File: config.mk
export PLATFORM = sky130hd
export DESIGN_NAME = pp_accumulator
export DESIGN_NICKNAME = d
export VERILOG_FILES = /design/src/rtl/pp_accumulator.sv
export SDC_FILE = /design/constraint.sdc
export NUM_CORES = 1
export LEC_CHECK = 0
export CELL_PAD_IN_SITES_DETAIL_PLACEMENT = 2
export CELL_PAD_IN_SITES_GLOBAL_PLACEMENT = 2
export CORE_MARGIN = 10
export CORE_UTILIZATION = 37
export CTS_CLUSTER_SIZE = 8
export DETAILED_ROUTE_END_ITERATION = 12
export GPL_TIMING_DRIVEN = 0
export MAX_ROUTING_LAYER = met4
export PLACE_DENSITY_LB_ADDON = 0.1
export SLEW_MARGIN = 40
export SYNTH_ARGS = -nofsm -noshare
export SYNTH_HDL_FRONTEND = slang
export SYNTH_SLANG_ARGS = --single-unit
File: constraint.sdc
create_clock -name clk_i -period 5.6 [get_ports clk_i]
set_input_delay 0.56 -clock clk_i [delete_from_list [all_inputs] [get_ports clk_i]]
set_output_delay 0.56 -clock clk_i [all_outputs]
set_load 0.1 [all_outputs]
File: src/rtl/pp_accumulator.sv
// Partial-product accumulator: sums NUM_MULS shifted block products A[i]*B[j]
// into a full 2*DATA_LENGTH product, flags duplicate (i,j) pairs, and holds the result until taken.

package multiplier_pkg;
    localparam int DATA_LENGTH  = 64;
    localparam int BLOCK_LENGTH = 16;
    localparam int NUM_BLOCKS   = 4;
    localparam int NUM_MULS     = 16;

    typedef enum logic [1:0] {
        idle    = 2'd0,
        compute = 2'd1,
        finish  = 2'd2
    } state_t;

    typedef logic [$clog2(NUM_MULS+1)-1:0] counter_t;
endpackage

module pp_accumulator
    import multiplier_pkg::*;
(
    input  logic                              clk_i,
    input  logic                              rst_ni,
    input  logic                              pp_valid_i,
    output logic                              pp_ready_o,
    input  logic [2*BLOCK_LENGTH-1:0]         pp_data_i,
    input  logic [$clog2(NUM_BLOCKS)-1:0]     pp_idx_a_i,
    input  logic [$clog2(NUM_BLOCKS)-1:0]     pp_idx_b_i,
    output logic                              result_valid_o,
    input  logic                              result_ready_i,
    output logic [2*DATA_LENGTH-1:0]          result_o,
    output logic                              err_o,
    output logic                              busy_o
);

    localparam int RESW  = 2*DATA_LENGTH;
    localparam int SEENW = NUM_BLOCKS*NUM_BLOCKS;

    state_t            state_q, state_d;
    logic [RESW-1:0]   acc_q, acc_d;
    counter_t          count_q, count_d;
    logic [SEENW-1:0]  seen_q, seen_d;
    logic              dup_q, dup_d;

    logic              accept;
    logic              last_accept;
    logic [SEENW-1:0]  pp_onehot;
    logic [RESW-1:0]   pp_ext;
    logic [RESW-1:0]   pp_shifted;

    // One-hot decode of the (i,j) pair into its seen-bit position
    genvar gi;
    generate
        for (gi = 0; gi < SEENW; gi++) begin : g_onehot
            assign pp_onehot[gi] =
                ((int'(pp_idx_a_i) * NUM_BLOCKS + int'(pp_idx_b_i)) == gi);
        end
    endgenerate

    assign pp_ext      = RESW'(pp_data_i);
    assign pp_shifted  = pp_ext << (BLOCK_LENGTH * (int'(pp_idx_a_i) + int'(pp_idx_b_i)));
    assign accept      = pp_valid_i && (state_q != finish);
    assign last_accept = accept && (count_q == counter_t'(NUM_MULS-1));

    always_ff @(posedge clk_i or negedge rst_ni) begin
        if (!rst_ni) begin
            state_q <= idle;
        end else begin
            state_q <= state_d;
        end
    end

    always_comb begin
        state_d = state_q;
        unique case (state_q)
            idle: begin
                if (accept) begin
                    state_d = last_accept ? finish : compute;
                end
            end
            compute: begin
                if (last_accept) begin
                    state_d = finish;
                end
            end
            finish: begin
                if (result_ready_i) begin
                    state_d = idle;
                end
            end
            default: state_d = idle;
        endcase
    end

    always_comb begin
        pp_ready_o     = (state_q != finish);
        result_valid_o = (state_q == finish);
        err_o          = (state_q == finish) && dup_q;
        busy_o         = (state_q != idle);
        result_o       = (state_q == idle) ? '0 : acc_q;
    end

    // A duplicate is still added; it only raises the sticky flag
    always_comb begin
        acc_d   = acc_q;
        count_d = count_q;
        seen_d  = seen_q;
        dup_d   = dup_q;
        if (state_q == finish) begin
            if (result_ready_i) begin
                acc_d   = '0;
                count_d = '0;
                seen_d  = '0;
                dup_d   = 1'b0;
            end
        end else if (accept) begin
            acc_d   = acc_q + pp_shifted;
            count_d = count_q + 1'b1;
            seen_d  = seen_q | pp_onehot;
            dup_d   = dup_q | (|(seen_q & pp_onehot));
        end
    end

    always_ff @(posedge clk_i or negedge rst_ni) begin
        if (!rst_ni) begin
            acc_q   <= '0;
            count_q <= '0;
            seen_q  <= '0;
            dup_q   <= 1'b0;
        end else begin
            acc_q   <= acc_d;
            count_q <= count_d;
            seen_q  <= seen_d;
            dup_q   <= dup_d;
        end
    end

endmodule

# ---- Word-level counts from Yosys, hierarchy flattened
# Index checks and enable logic that the tools add are counted.
dict set report word_totals {
  ff_bits 152
  input_bits 40
}
dict set report op_classes {
  bitwise 3
  add_sub_neg 4
  n_mux 18
  reduce_logical 10
  n_eq_ne 22
  shifts 1
}
# op n
set op_table {}
lappend op_table {{$mux W128} 4}
lappend op_table {{$eq A32 B5 Y1 const B} 7}
lappend op_table {{$add A128 B128 Y128} 1}
lappend op_table {{$eq A32 B4 Y1 const B} 4}
lappend op_table {{$shl A32 B7 Y128} 1}
lappend op_table {{$eq A32 B3 Y1 const B} 2}
lappend op_table {{$mux W16} 3}
lappend op_table {{$eq A32 B2 Y1 const B} 1}
lappend op_table {{$logic_not A32 Y1} 1}
lappend op_table {{$and A16 B16 Y16} 1}
lappend op_table {{$or A16 B16 Y16} 1}
lappend op_table {{$reduce_or A16 Y1} 1}
lappend op_table {{$mux W5} 3}
lappend op_table {{$eq A5 B4 Y1 const B} 2}
lappend op_table {{$mux W2} 4}
lappend op_table {{$ne A2 B2 Y1 const B} 3}
lappend op_table {{$pmux W2 S3} 1}
lappend op_table {{$add A4 B2 Y5} 1}
lappend op_table {{$add A5 B1 Y5 const B} 1}
lappend op_table {{$reduce_bool A2 Y1} 2}
lappend op_table {{$add A2 B2 Y3} 1}
lappend op_table {{$logic_and A1 B1 Y1} 3}
lappend op_table {{$mux W1} 3}
lappend op_table {{$reduce_and A3 Y1} 1}
lappend op_table {{6 further kinds} 6}

# ---- Logic depth before layout (Yosys ltp)
dict set report depth {
  depth_word 7
  mapped_depth 22
  mapped_depth_nobuf 20
}

# ---- Worst setup path before layout
# Ideal clock, no wire load.
dict set report synth_path {
  kind {input to register}
  startpoint {input pp_idx_a_i[0]}
  endpoint {register acc_q[110]}
  cell_stages 21
  n_path_buf 1
  setup_ns 0.122
  t_arrival_ns 4.707
  setup_slack_ns 0.772
  cell_sequence {ha_1 > inv_1 > fa_1 > nand2_1 > nor2_1 > clkbuf_1 > and2_1 > ha_1 > inv_1 > fa_1 > nand2b_1 > a211oi_1 > o21ai_1 > a311oi_2 > o211ai_2 > a31oi_2 > a21o_1 > a21o_1 > and3_1 > o21ai_0 > a32o_1}
}
dict set report synth_via {
  elab_chain_cells 5
}
# item line
set synth_lines {}
lappend synth_lines {{start, declared} 27} ;# input logic [$clog2(NUM_BLOCKS)-1:0] pp_idx_a_i,
lappend synth_lines {{$add A2 B2 Y3} 61} ;# assign pp_shifted = pp_ext << (BLOCK_LENGTH * (int'(pp_idx_a_i) + int'(pp_idx_b_i)));
lappend synth_lines {{$shl A32 B7 Y128} 61}
lappend synth_lines {{$add A128 B128 Y128} 117} ;# acc_d = acc_q + pp_shifted;
lappend synth_lines {{$mux W128} 116} ;# end else if (accept) begin
lappend synth_lines {{$mux W128} 109} ;# if (state_q == finish) begin
lappend synth_lines {{end signal, assigned} 126} ;# acc_q <= '0;
lappend synth_lines {{end signal, assigned} 131} ;# acc_q <= acc_d;
lappend synth_lines {{end, declared} 40} ;# logic [RESW-1:0] acc_q, acc_d;
# Every way passes these cells. The select of a mux whose other input is x is not followed.
# A chain may end at the register's enable or synchronous reset.

# ---- Worst setup path in the final report
dict set report layout_path {
  startpoint {input pp_idx_b_i[0]}
  endpoint {register acc_q[123]}
}
dict set report layout_via {
  elab_chain_cells 5
}
# item line
set layout_lines {}
lappend layout_lines {{start, declared} 28} ;# input logic [$clog2(NUM_BLOCKS)-1:0] pp_idx_b_i,
lappend layout_lines {{$add A2 B2 Y3} 61}
lappend layout_lines {{$shl A32 B7 Y128} 61}
lappend layout_lines {{$add A128 B128 Y128} 117}
lappend layout_lines {{$mux W128} 116}
lappend layout_lines {{$mux W128} 109}
# Every way passes these cells. The select of a mux whose other input is x is not followed.

==> results.json <==
{
  "whs_ns": 0.496,
  "cts_max_path_buffers": 2,
  "clk_pin_slew_ns": 0.07,
  "period_minus_slack_ns": 5.46,
  "syn_area_um2": 16800,
  "synthesis.nets": 2485,
  "num_io_pins": 172,
  "final_nets": 2720,
  "die_w_um": 233,
  "start_kind": "input pin",
  "cts_tree": "built",
  "synth_top_area_share_pct": 22.7,
  "critPathMaxFanout": 10,
  "p_leak_nw": 8.84,
  "dr.first_iter.drc_count": 1569,
  "dieHeight_um": 233,
  "synth_seq_cells": 152,
  "coreArea_um2": 44500,
  "ys_warn_count": 0,
  "syn_inst": 2312,
  "clock-sinks": 152,
  "drc": 0,
  "root_buffer": "clkbuf_16",
  "grt.total_usage_pct": 32.8,
  "synth_common_cells": "290 x nand2_1, 237 x nor2_1, 235 x o21ai_0",
  "critPathKind": "input pin to register",
  "viasPerCell": 6.13,
  "tightestPinTransition_ns": 0.918,
  "grt_pass1_vias": 20300,
  "max_freq_mhz": 183,
  "overflow": 0,
  "antenna_found_initial": 6,
  "synth_edf_count": 0,
  "die-area_um2": 54300,
  "cts_buffers": 17,
  "ys_types": 89,
  "gp_congestion": 0.952,
  "first_pass_iters": 5,
  "yosysSeqAreaShare_pct": 22.7,
  "finClkSkew_ns": 0.0130,
  "setup_viol": 0,
  "crit_path_end_kind": "register",
  "hold_path.class": "register to register",
  "clk_latency_ns": 0.53,
  "ant_nets": 0,
  "maxCapViolCount": 0,
  "yosysMostFrequentCell": "nand2_1",
  "htree_num_levels": 4,
  "async_flop_share_pct": 100,
  "drv_slew": 0,
  "run_status": "finished, final reports clean",
  "min_period_over_period_pct": 97.6,
  "vdd_drop_max_mv": 0.541,
  "critPathArrivalTime_ns": 5.90,
  "postSynthAreaPerCell_um2": 7.26,
  "rsz0062_at_grt": "false",
  "synthTopCellsByArea": "dfrtp_1 23%, ha_1 9.8%, o21ai_0 7.0%",
  "syn_to_final_growth_pct": 21.0,
  "grt_max_degree": 61,
  "final_cell_area_um2": 20300,
  "yosys.area.top_type": "dfrtp_1",
  "hold_viol": 0,
  "drive_above_1_share_pct": 15.7,
  "row_count": 77,
  "reg2reg_depth": 14,
  "p_per_area_nw_per_um2": 601,
  "placed_area_um2": 18900,
  "relSlewSlack_pct": 37.6,
  "synth_ff_type": "dfrtp_1",
  "holdPathStages": 2,
  "routed_wl_um": 88900,
  "grt_pass1_wl_um": 130000,
  "hpwl_um": 71000,
  "route.vias.total": 19300,
  "portBuffers": 171,
  "crit_required_ns": 6.04,
  "wl_per_cell_um": 28.2,
  "start_util_pct": 37.7
}
[state kept, by name (all words and copies together), names as in the netlist]
name / count
dup_q: 1
acc_q: 128
seen_q: 16
state_q: 2
count_q: 5
[worst max-delay path, stage by stage]
cell	delay [ns]
clkdlybuf4s15_2	0.28
ha_4	0.19
inv_1	0.09
fa_2	0.55
and2_2	0.31
clkbuf_4	0.24
a22oi_2	0.32
nor2b_2	0.13
ha_2	0.44
nand4_1	0.20
nor4_2	0.52
nand2_1	0.21
o221ai_1	0.23
a21oi_1	0.10
nand3b_1	0.20
o311a_1	0.18
nor2_2	0.45
a311oi_1	0.28
xor2_1	0.20
o21ai_0	0.19
[final timing paths]
kind | startpoint | end | slack, ns
max in group asynchronous | rst_ni | acc_q[92] | 4.40
min in group asynchronous | rst_ni | acc_q[19] | 0.52
setup / recovery | pp_idx_b_i[0] | acc_q[123] | 0.14
setup reg to reg | acc_q[0] | acc_q[124] | 1.61
hold / removal | dup_q | dup_q | 0.50
hold reg to reg | dup_q | dup_q | 0.50
[placed cells by master (no fill, tap or decap), types with 15 or more instances in the layout]
cell / synthesis / routed
a21o_1: 71 / 71
a21oi_1: 229 / 222
a22o_1: 20 / 20
a31oi_1: 27 / 27
and2_1: 154 / 153
buf_2: 31 / 158
buf_4: 5 / 49
clkbuf_1: 100 / 80
clkbuf_16: 0 / 17
clkdlybuf4s50_1: 0 / 34
dfrtp_1: 152 / 152
ha_1: 131 / 122
inv_1: 59 / 57
mux2i_4: 0 / 15
nand2_1: 290 / 288
nand3_1: 22 / 21
nand4_1: 75 / 75
nor2_1: 237 / 231
nor2b_1: 24 / 18
nor3_1: 32 / 29
o21a_1: 23 / 22
o21ai_0: 235 / 229
o21ai_1: 16 / 18
o21bai_1: 37 / 37
xnor2_1: 63 / 63
xor2_1: 56 / 56
[report_power, final]
part	switching, mW	total (mW)	internal [mW]	leakage (nW)
clock network	0.628	1.22	0.590	0.277
registers	0.513	2.08	1.56	1.86
logic	6.85	8.90	2.06	6.70
[logic make-up (layout without fill, tap and decap cells)]
family	count (synthesis)	in the layout	share of synthesized area, %
DFF	152	152	22.7
xor gates and xnor gates	119	119	6.21
other	0	3	0
AOI/OAI and AO/OA	778	778	28.7
muxes	19	19	1.13
and+or+nand+nor	912	912	26.5
buffers and inverters	199	447	4.80
adders and majority gates	133	133	10.0
[layer usage]
| layer | vias up | wire length (um) | track usage (%) | part of all wire (%) |
|---|---|---|---|---|
| met5 | - | 0 | - | 0 |
| met1 | 9849 | 39500 | 42.5 | 44 |
| met2 | 606 | 40800 | 51.0 | 46 |
| met4 | 0 | 3160 | 12.7 | 3.6 |
| met3 | 142 | 5480 | 4.73 | 6.2 |
| li1 | 8732 | - | - | - |
[timing repair]
item / 4_1_cts / 5_1_grt
hold endpoints to repair: 38 / 0
setup buffers: 21 / 24
resized for setup: 74 / 64
hold buffers: 1 / 0
pin swaps: 17 / 25
endpoints found under the setup margin: 95 / 42
[area by class of cell]
cell class                      count  area (um2)
Antenna cell                        3        7.51
Buffer                            132         616
Clock buffer                       17         425
Clock inverter                     15         146
Fill cell                        5226       24200
Inverter                           59         221
Multi-Input combinational cell   1961       12800
Sequential cell                   152        3800
Tap cell                          592         741
Timing Repair Buffer              224        1570
[stage by stage]
step / setup TNS [ns] / power (mW) / cells / setup WS, ns / util [%]
2_1_floorplan: 0 / 8.66 / 2312 / 0.772 / -
3_3_place_gp: -563.96 / 10.8 / 3075 / -2.68 / 43.2
3_5_place_dp: -129.98 / 10.7 / 3082 / -2.12 / 42.5
4_1_cts: -0.00113 / 12.1 / 3129 / -0.00113 / 44.7
5_1_grt: 0 / 12.8 / 3154 / 0.0247 / 45.6
6_report: 0 / 12.2 / 3155 / 0.136 / 45.6
No activity file was read; power rests on OpenSTA's default activity.
